File: src/rtl/xfer_rx_drain.sv
// xfer_rx_drain: drains one 4 KB rx slot from the host buffer, packs 8 words per beat
// and writes the beats to TBM with a cs/we/ack handshake before releasing the slot.
module xfer_rx_drain #(
   parameter int HDATA_WIDTH    = 32,
   parameter int MDATA_WIDTH    = 256,
   parameter int ADDRESS_WIDTH  = 32,
   parameter int UNIT_BUF_BY_4B = 1024,
   parameter int MAX_BUFQ_DEPTH = 4,
   parameter int BUF_AW         = 12
) (
   input  logic                     clock_host,
   input  logic                     reset,
   input  logic                     xfer_start,
   input  logic [ADDRESS_WIDTH-1:0] tbm_address,
   input  logic [3:0]               rx_filled,
   output logic                     buf_rd_en,
   output logic [BUF_AW-1:0]        buf_rd_addr,
   input  logic [HDATA_WIDTH-1:0]   buf_rd_data,
   output logic                     slot_release,
   output logic                     chip_select,
   output logic                     write_enable,
   output logic [ADDRESS_WIDTH-1:0] maddress,
   output logic [MDATA_WIDTH-1:0]   mdata_out,
   input  logic                     mem_ack,
   output logic                     xfer_complete,
   output logic                     busy
);
   localparam int LANES = MDATA_WIDTH / HDATA_WIDTH;
   localparam int LW    = $clog2(LANES);
   localparam int WW    = $clog2(UNIT_BUF_BY_4B);
   localparam int TW    = $clog2(MAX_BUFQ_DEPTH);
   localparam int BEATS = UNIT_BUF_BY_4B / LANES;
   localparam int BW    = $clog2(BEATS);
   localparam logic [2:0] IDLE = 3'd0, WAIT_SLOT = 3'd1, READ = 3'd2, CAP = 3'd3, WRITE = 3'd4, DONE = 3'd5;

   logic [2:0]               state_q, state_d;
   logic [TW-1:0]            tail_q, tail_d;
   logic [WW-1:0]            word_q, word_d;
   logic [BW-1:0]            beat_q, beat_d;
   logic [ADDRESS_WIDTH-1:0] addr_q, addr_d;
   logic [MDATA_WIDTH-1:0]   data_q, data_d;
   logic [LW-1:0]            lane;
   logic                     cap_en;

   // Read data trails the strobe by one cycle, so it lands in the lane of the previous word index.
   assign lane   = word_q[LW-1:0] - 1'b1;
   assign cap_en = (state_q == READ && word_q[LW-1:0] != '0) || state_q == CAP;

   always_comb begin
      state_d = state_q;
      tail_d  = tail_q;
      word_d  = word_q;
      beat_d  = beat_q;
      addr_d  = addr_q;
      data_d  = data_q;
      if (cap_en) data_d[HDATA_WIDTH*lane +: HDATA_WIDTH] = buf_rd_data;
      case (state_q)
         IDLE: if (xfer_start) begin
            addr_d  = tbm_address;
            state_d = WAIT_SLOT;
         end
         WAIT_SLOT: state_d = (rx_filled != '0) ? READ : WAIT_SLOT;
         READ: begin
            word_d  = word_q + 1'b1;
            state_d = (word_q[LW-1:0] == LW'(LANES-1)) ? CAP : READ;
         end
         CAP: state_d = WRITE;
         WRITE: if (mem_ack) begin
            addr_d  = addr_q + ADDRESS_WIDTH'(MDATA_WIDTH/8);
            beat_d  = beat_q + 1'b1;
            state_d = (beat_q == BW'(BEATS-1)) ? DONE : READ;
         end
         DONE: begin
            tail_d  = (tail_q == TW'(MAX_BUFQ_DEPTH-1)) ? '0 : tail_q + 1'b1;
            word_d  = '0;
            beat_d  = '0;
            state_d = IDLE;
         end
         default: state_d = IDLE;
      endcase
   end

   always_ff @(posedge clock_host) begin
      if (reset) begin
         state_q <= IDLE;
         tail_q  <= '0;
         word_q  <= '0;
         beat_q  <= '0;
         addr_q  <= '0;
         data_q  <= '0;
      end else begin
         state_q <= state_d;
         tail_q  <= tail_d;
         word_q  <= word_d;
         beat_q  <= beat_d;
         addr_q  <= addr_d;
         data_q  <= data_d;
      end
   end

   assign buf_rd_en     = state_q == READ;
   assign buf_rd_addr   = {tail_q, word_q};
   assign chip_select   = state_q == WRITE;
   assign write_enable  = chip_select;
   assign maddress      = addr_q;
   assign mdata_out     = data_q;
   assign slot_release  = state_q == DONE;
   assign xfer_complete = state_q == DONE;
   assign busy          = state_q != IDLE;
endmodule

File: config.mk
export PLATFORM = sky130hd
export DESIGN_NAME = xfer_rx_drain
export DESIGN_NICKNAME = d
export VERILOG_FILES = /design/src/rtl/xfer_rx_drain.sv
export SDC_FILE = /design/constraint.sdc
export NUM_CORES = 1
export LEC_CHECK = 0
export ABC_CLOCK_PERIOD_IN_PS = 3300
export BUFFER_PORTS_ARGS = -buffer_cell sky130_fd_sc_hd__buf_4
export CAP_MARGIN = 20
export CORE_ASPECT_RATIO = 1.4
export CORE_MARGIN = 1.5
export CORE_UTILIZATION = 26
export CTS_CLUSTER_SIZE = 16
export DETAILED_ROUTE_END_ITERATION = 10
export GPL_TIMING_DRIVEN = 0
export PLACE_DENSITY_LB_ADDON = 0.08
export SYNTH_ARGS = -nofsm -noshare
export SYNTH_HDL_FRONTEND = slang
export SYNTH_SLANG_ARGS = --single-unit
File: constraint.sdc
create_clock -name clock_host -period 3.3 [get_ports clock_host]
set_clock_uncertainty 0.2 [all_clocks]
set_input_delay 0.66 -clock clock_host [delete_from_list [all_inputs] [get_ports clock_host]]
set_output_delay 0.66 -clock clock_host [all_outputs]
set_load 0.02 [all_outputs]
==> summary.txt, run 1 <==
outcome = finished clean
Setup Crit Path Kind = flip-flop to output pin
initial drt markers = 610
Slew @ Worst Pin = 927 ps
number of port buffers = 376
Worst-path clk slew = 60 ps
hold-critical path depth = 3
share of cells above drive strength 1 = 27.1%
hold path endpoint = maddress[4]
leakage power = 8.38 nW
vias in the first global route = 12.1k
Setup crit end kind = output pin
Clock Path Buffers = 3
adder-cell area share of the yosys netlist = 0.966%
# DRC = 0
leading area contributor after synthesis = dfxtp_1
CTS tree = yes
min-delay worst type = input port to flip-flop
initial antenna violation count = 0
Post-synth EDFFs = 0
Max Clock Freq = 316 MHz
Synth warnings = 0
Layout Utilization = 36.7%
Yosys reg bits = 310
post-synthesis compound-gate area fraction = 10.4%
Root Driver = clkbuf_16
die area = 51200 sq um
Worst EP required = 2440 ps
pre-CTS setup slack = -784 ps
commonest non-fill, non-tap cells in the layout = 394 x buf_4, 338 x nand2_1, 310 x dfxtp_1
Post-Synth Simple-Gate Area = 20.1%
IO Count = 378
Mapped Area = 12900 sq um
Initial Utilization = 26.4%
DRT antenna net count = 0
grt ovf = 0
terminus of the critical flop-to-flop path = mdata_out[164]
RSZ-0062 raised after global routing = yes
Yosys top cell area share = 47.9%
Max rail drop VDD = 0.305 mV
r2r startpoint = word_q[0]
startpoint types = flip-flop
Pwr per Cell Area = 506 nW/um^2
die height = 267 microns
Final nets = 1959
Clock Latency Late Sink = 540 ps
xor-xnor portion of the synthesized cell area = 0.473%
multiplexer share of the synthesized area = 15.7%
Synth area leaders = dfxtp_1 48%, mux2i_1 15%, nand2_1 9.8%
WL final = 54900 microns
final hold vios = 0
setup ws final = 139 ps
CTS Hold Bufs = 0
FF-to-FF path depth = 11
largest family of logic cells by synthesized area = simple AND/OR/NAND/NOR gates
Syn Inst Count = 1461
# diodes = 0
1st-pass router iterations = 5
syn avg cell area = 8.86 sq um
HP Start = tbm_address[4]
Max-slew headroom = 38.2%
largest net degree at the start of global routing = 14
worst path arrival time = 2300 ps
Synth Flop Type = dfxtp_1
Row Count = 96
Core ar. = 49100 sq um
most common cell after layout, fill and taps aside = buf_4
MaxCap Viol Count = 0
vias per cell = 4.85
fin crit share = 95.8%
Slew Limit Fails = 0
average wire per standard cell = 21.7 microns
Final Setup Violations = 0
GRT Total Usage = 20.9%
Die X = 192 microns
H-tree Lvls = 2
P&R area growth vs syn = 39.3%
Tmin final = 3160 ps
first-pass GRT wire length = 79300 microns
clk sinks = 310
GPL Wtd Cong = 0.821
asr flop ratio synth = 0%
post-synth cell types = 67
Seq/Total Area, Yosys = 47.9%
Synthesized Nets = 1543
HPWL after DPL = 41500 microns
total number of vias = 12.3k
TritonCTS buffer count = 36
CP max FO = 11
reg2reg setup slack = 190 ps
==> worst max-delay path, cell delays in order, from the launching register on <==
cell and delay [ps]:
dfxtp_1 300, buf_2 200, or3b_1 430, clkinv_1 240, clkbuf_4 320, buf_4 140, buf_4 120
==> flip-flops by register name, summed over array words and instances (netlist names) <==
signal and count:
mdata_out 256, maddress 32, word_q 10, beat_q 7
state_q 3, tail_q 2
==> kinds of logic after synthesis <==
group	count (synthesis)
AOI/OAI and AO/OA	232
xor gates and xnor gates	7
adders and majority gates	10
buffers and inverters	132
DFF	310
muxes	202
and+or+nand+nor	568
==> where the power goes <==
group	switching, mW	total (mW)	leakage (nW)	internal (mW)
sequential	0.0746	3.88	2.50	3.80
clock	1.71	4.40	0.628	2.69
combinational	0.561	0.849	5.25	0.288
==> area by class of cell <==
type                       count  area [sq um]
fill                        5111         31100
multi-input combinational   1019          6260
sequential                   310          6210
timing repair buffer         382          2870
clock buffer                  50          1040
tap                          637           797
buffer                       115           574
clock inverter                11           235
inverter                      13          48.8
==> metal layers <==
metal  vias to the layer above  wire, microns  global-route usage (%)
met4                         0           1830                    7.64
met1                      5879          22000                    24.7
met2                       368          27900                    37.2
met3                        85           3180                    4.05
met5                         -              0                       0
li1                       5963              -                       -
==> Yosys cell counts (12+ instances only) <==
master and instances:
a21oi_1 93, and3_1 12, buf_2 29, clkbuf_1 69
dfxtp_1 310, mux2i_1 196, nand2_1 338, nand3_1 59
nand4_1 47, nor2_1 37, o21ai_0 83
==> stage by stage <==
step	std cells	hold WS (ps)	cell area (sq um)	setup TNS, ps	total power [mW]
after floorplan	1461	262	12900	0	4.37
after global placement	2474	247	16600	-73300	4.79
after detailed placement	2477	252	16600	-66040	4.80
after CTS	2540	140	17900	0	9.26
after global routing	2537	169	18000	-94.7	9.46
final	2537	167	18000	0	9.12
==> timing repair <==
item	CTS	global route
setup endpoints to repair	167	230
resized for setup	8	59
pin swaps	1	0
buffers inserted	3	0
==> how the worst max path moves through the flow <==
stage / start / endpoint / cells past startpoint
after detailed placement: word_q[0] / mdata_out[167] / 10
after floorplan: word_q[0] / mdata_out[162] / 10
after CTS: word_q[0] / mdata_out[63] / 11
after global placement: word_q[0] / mdata_out[167] / 10
after global routing: word_q[0] / mdata_out[4] / 11
final: state_q[2] / write_enable / 6
(Power assumes the default switching activity.)
==> run 2: changes to the inputs <==
ABC_AREA = 1   (was unset)
CORE_UTILIZATION = 40   (was 26)
==> run 2 against run 1 <==
  * Worst setup slack better by 140 ps
  * Clock-buffer cell count is 5 lower
  * Sequential power hardly changed
  * Register-to-register slack better by 90 ps
  * Critical path type is now flip-flop to flip-flop
==> summary.txt, run 2 <==
Worst EP required = 3540 ps
WL final = 51000 microns
# placed instances = 2590
final hold vios = 0
first-pass GRT wire length = 74600 microns
die area = 33500 sq um
storage element area = 6210 sq um
leakage power = 7.46 nW
1st-pass router iterations = 5
Root Driver = clkbuf_16
vias per cell = 5.13
Post-Synth Simple-Gate Area = 28.7%
Overall Power = 8.53 mW
fin crit share = 91.6%
setup TNS = 0 ps
worst path arrival time = 3270 ps
Setup crit end kind = flip-flop
startpoint types = flip-flop
# DRC = 0
Hold WS = 157 ps
Slew @ Worst Pin = 878 ps
xor-xnor portion of the synthesized cell area = 0.193%
Clock Path Buffers = 3
Slew Limit Fails = 0
Layout Cells excl Fill = 2646
initial antenna violation count = 2
RSZ-0062 raised after global routing = no
Max Clock Freq = 331 MHz
largest net degree at the start of global routing = 20
grt ovf = 0
top cells by count, synth = 578 x nor2_1, 310 x dfxtp_1, 259 x o21ai_0
clk sinks = 310
Final nets = 2309
Yosys top cell area share = 47.8%
leading area contributor after synthesis = dfxtp_1
GRT Total Usage = 29.3%
Mapped Area = 13000 sq um
FILL cells = 3241
Max rail drop VDD = 0.426 mV
post-cts resize count = 0
multiplexer share of the synthesized area = 0%
footprint of the multi-input gates = 5760 sq um
commonest non-fill, non-tap cells in the layout = 578 x nor2_1, 385 x buf_4, 310 x dfxtp_1
Syn Inst Count = 1819
Yosys reg bits = 310
Tmin final = 3020 ps
Core ar. = 31800 sq um
Synthesized Nets = 1901
average wire per standard cell = 19.3 microns
Clock Latency Late Sink = 570 ps
initial drt markers = 791
total number of vias = 13.6k
post-synth cell types = 36
Synth Flop Type = dfxtp_1
most instantiated library cell after synthesis = nor2_1
post-synthesis compound-gate area fraction = 14.6%
Post-CTS Setup Repair Bufs = 0
Synth warnings = 0
share of cells above drive strength 1 = 21.4%
DRT antenna net count = 0
vias in the first global route = 12.8k
Synth area leaders = dfxtp_1 48%, nor2_1 17%, o21ai_0 10%
number of port buffers = 376
MaxCap Viol Count = 0
Initial Utilization = 40.8%
GPL Wtd Cong = 0.965
adder-cell area share of the yosys netlist = 0.964%
Max-slew headroom = 41.5%
CTS Hold Bufs = 0
P&R area growth vs syn = 33.4%
Pwr per Cell Area = 492 nW/um^2
Final Setup Violations = 0
Setup Crit Path Kind = flip-flop to flip-flop
syn avg cell area = 7.13 sq um
largest family of logic cells by synthesized area = simple AND/OR/NAND/NOR gates
TritonCTS buffer count = 31
max reg flops = 256
min-delay worst type = input port to flip-flop
Post-synth EDFFs = 0
IO Count = 378
HPWL after DPL = 40300 microns
Worst-path clk slew = 60 ps
Die X = 155 microns
outcome = finished clean
Row Count = 77
asr flop ratio synth = 0%
CTS tree = yes
CP max FO = 10
H-tree Lvls = 1
die height = 216 microns
Seq/Total Area, Yosys = 47.8%
most common cell after layout, fill and taps aside = nor2_1
[run 2: final cells by class]
cell class | count | share of cell area (%)
Sequential cell | 310 | 35.8
Antenna cell | 2 | 0.0289
Multi-Input combinational cell | 1282 | 33.3
Buffer | 114 | 3.37
Timing Repair Buffer | 376 | 16.3
Inverter | 112 | 2.43
Tap cell | 395 | 2.85
Clock buffer | 45 | 5.02
Clock inverter | 10 | 0.882
[run 2: routing by layer]
metal / wire length (microns) / share of wire, % / GRT usage, %
met5: 0 / 0 / 0
met1: 18800 / 37 / 32.0
met4: 2720 / 5.3 / 14.7
met2: 25000 / 49 / 52.4
met3: 4420 / 8.7 / 7.50
[run 2: report_power, final]
group	internal (mW)	leakage [nW]	switching [mW]
Clock	2.12	0.499	1.50
Sequential	3.82	2.50	0.0927
Combinational	0.321	4.46	0.674
[run 2: final timing paths]
path                   start              to  slack [ps]  cells after the start
max                word_q[0]  mdata_out[194]         280                     10
min          buf_rd_data[13]   mdata_out[13]         160                      3
max reg2reg        word_q[0]  mdata_out[194]         280                     10
min reg2reg      maddress[2]     maddress[2]         250                      2
[run 2: cell families after synthesis]
| logic type | count (synthesis) |
|---|---|
| AO/OA/AOI/OAI | 368 |
| XOR/XNOR | 2 |
| flip-flops | 310 |
| AND/OR/NAND/NOR | 902 |
| adder cells (fa/ha/maj) | 10 |
| buffers and inverters | 227 |
[run 2: worst max-delay path: stages, from the launching register on]
cell and delay (ps):
dfxtp_1 440, inv_1 170, ha_1 270, xnor2_2 200, ha_1 260, clkinv_1 250
nand2_1 270, clkbuf_1 350, nor3_1 140, o21ai_0 280, nor2_1 70
[run 2: stage by stage]
step | util, % | setup WS [ps] | area [sq um]
after detailed placement | 51.2 | -52.2 | 16300
after global placement | 51.2 | -40.1 | 16300
after floorplan | - | 686 | 13000
after CTS | 54.4 | 280 | 17300
after global routing | 54.5 | 63.4 | 17300
final | 54.5 | 276 | 17300
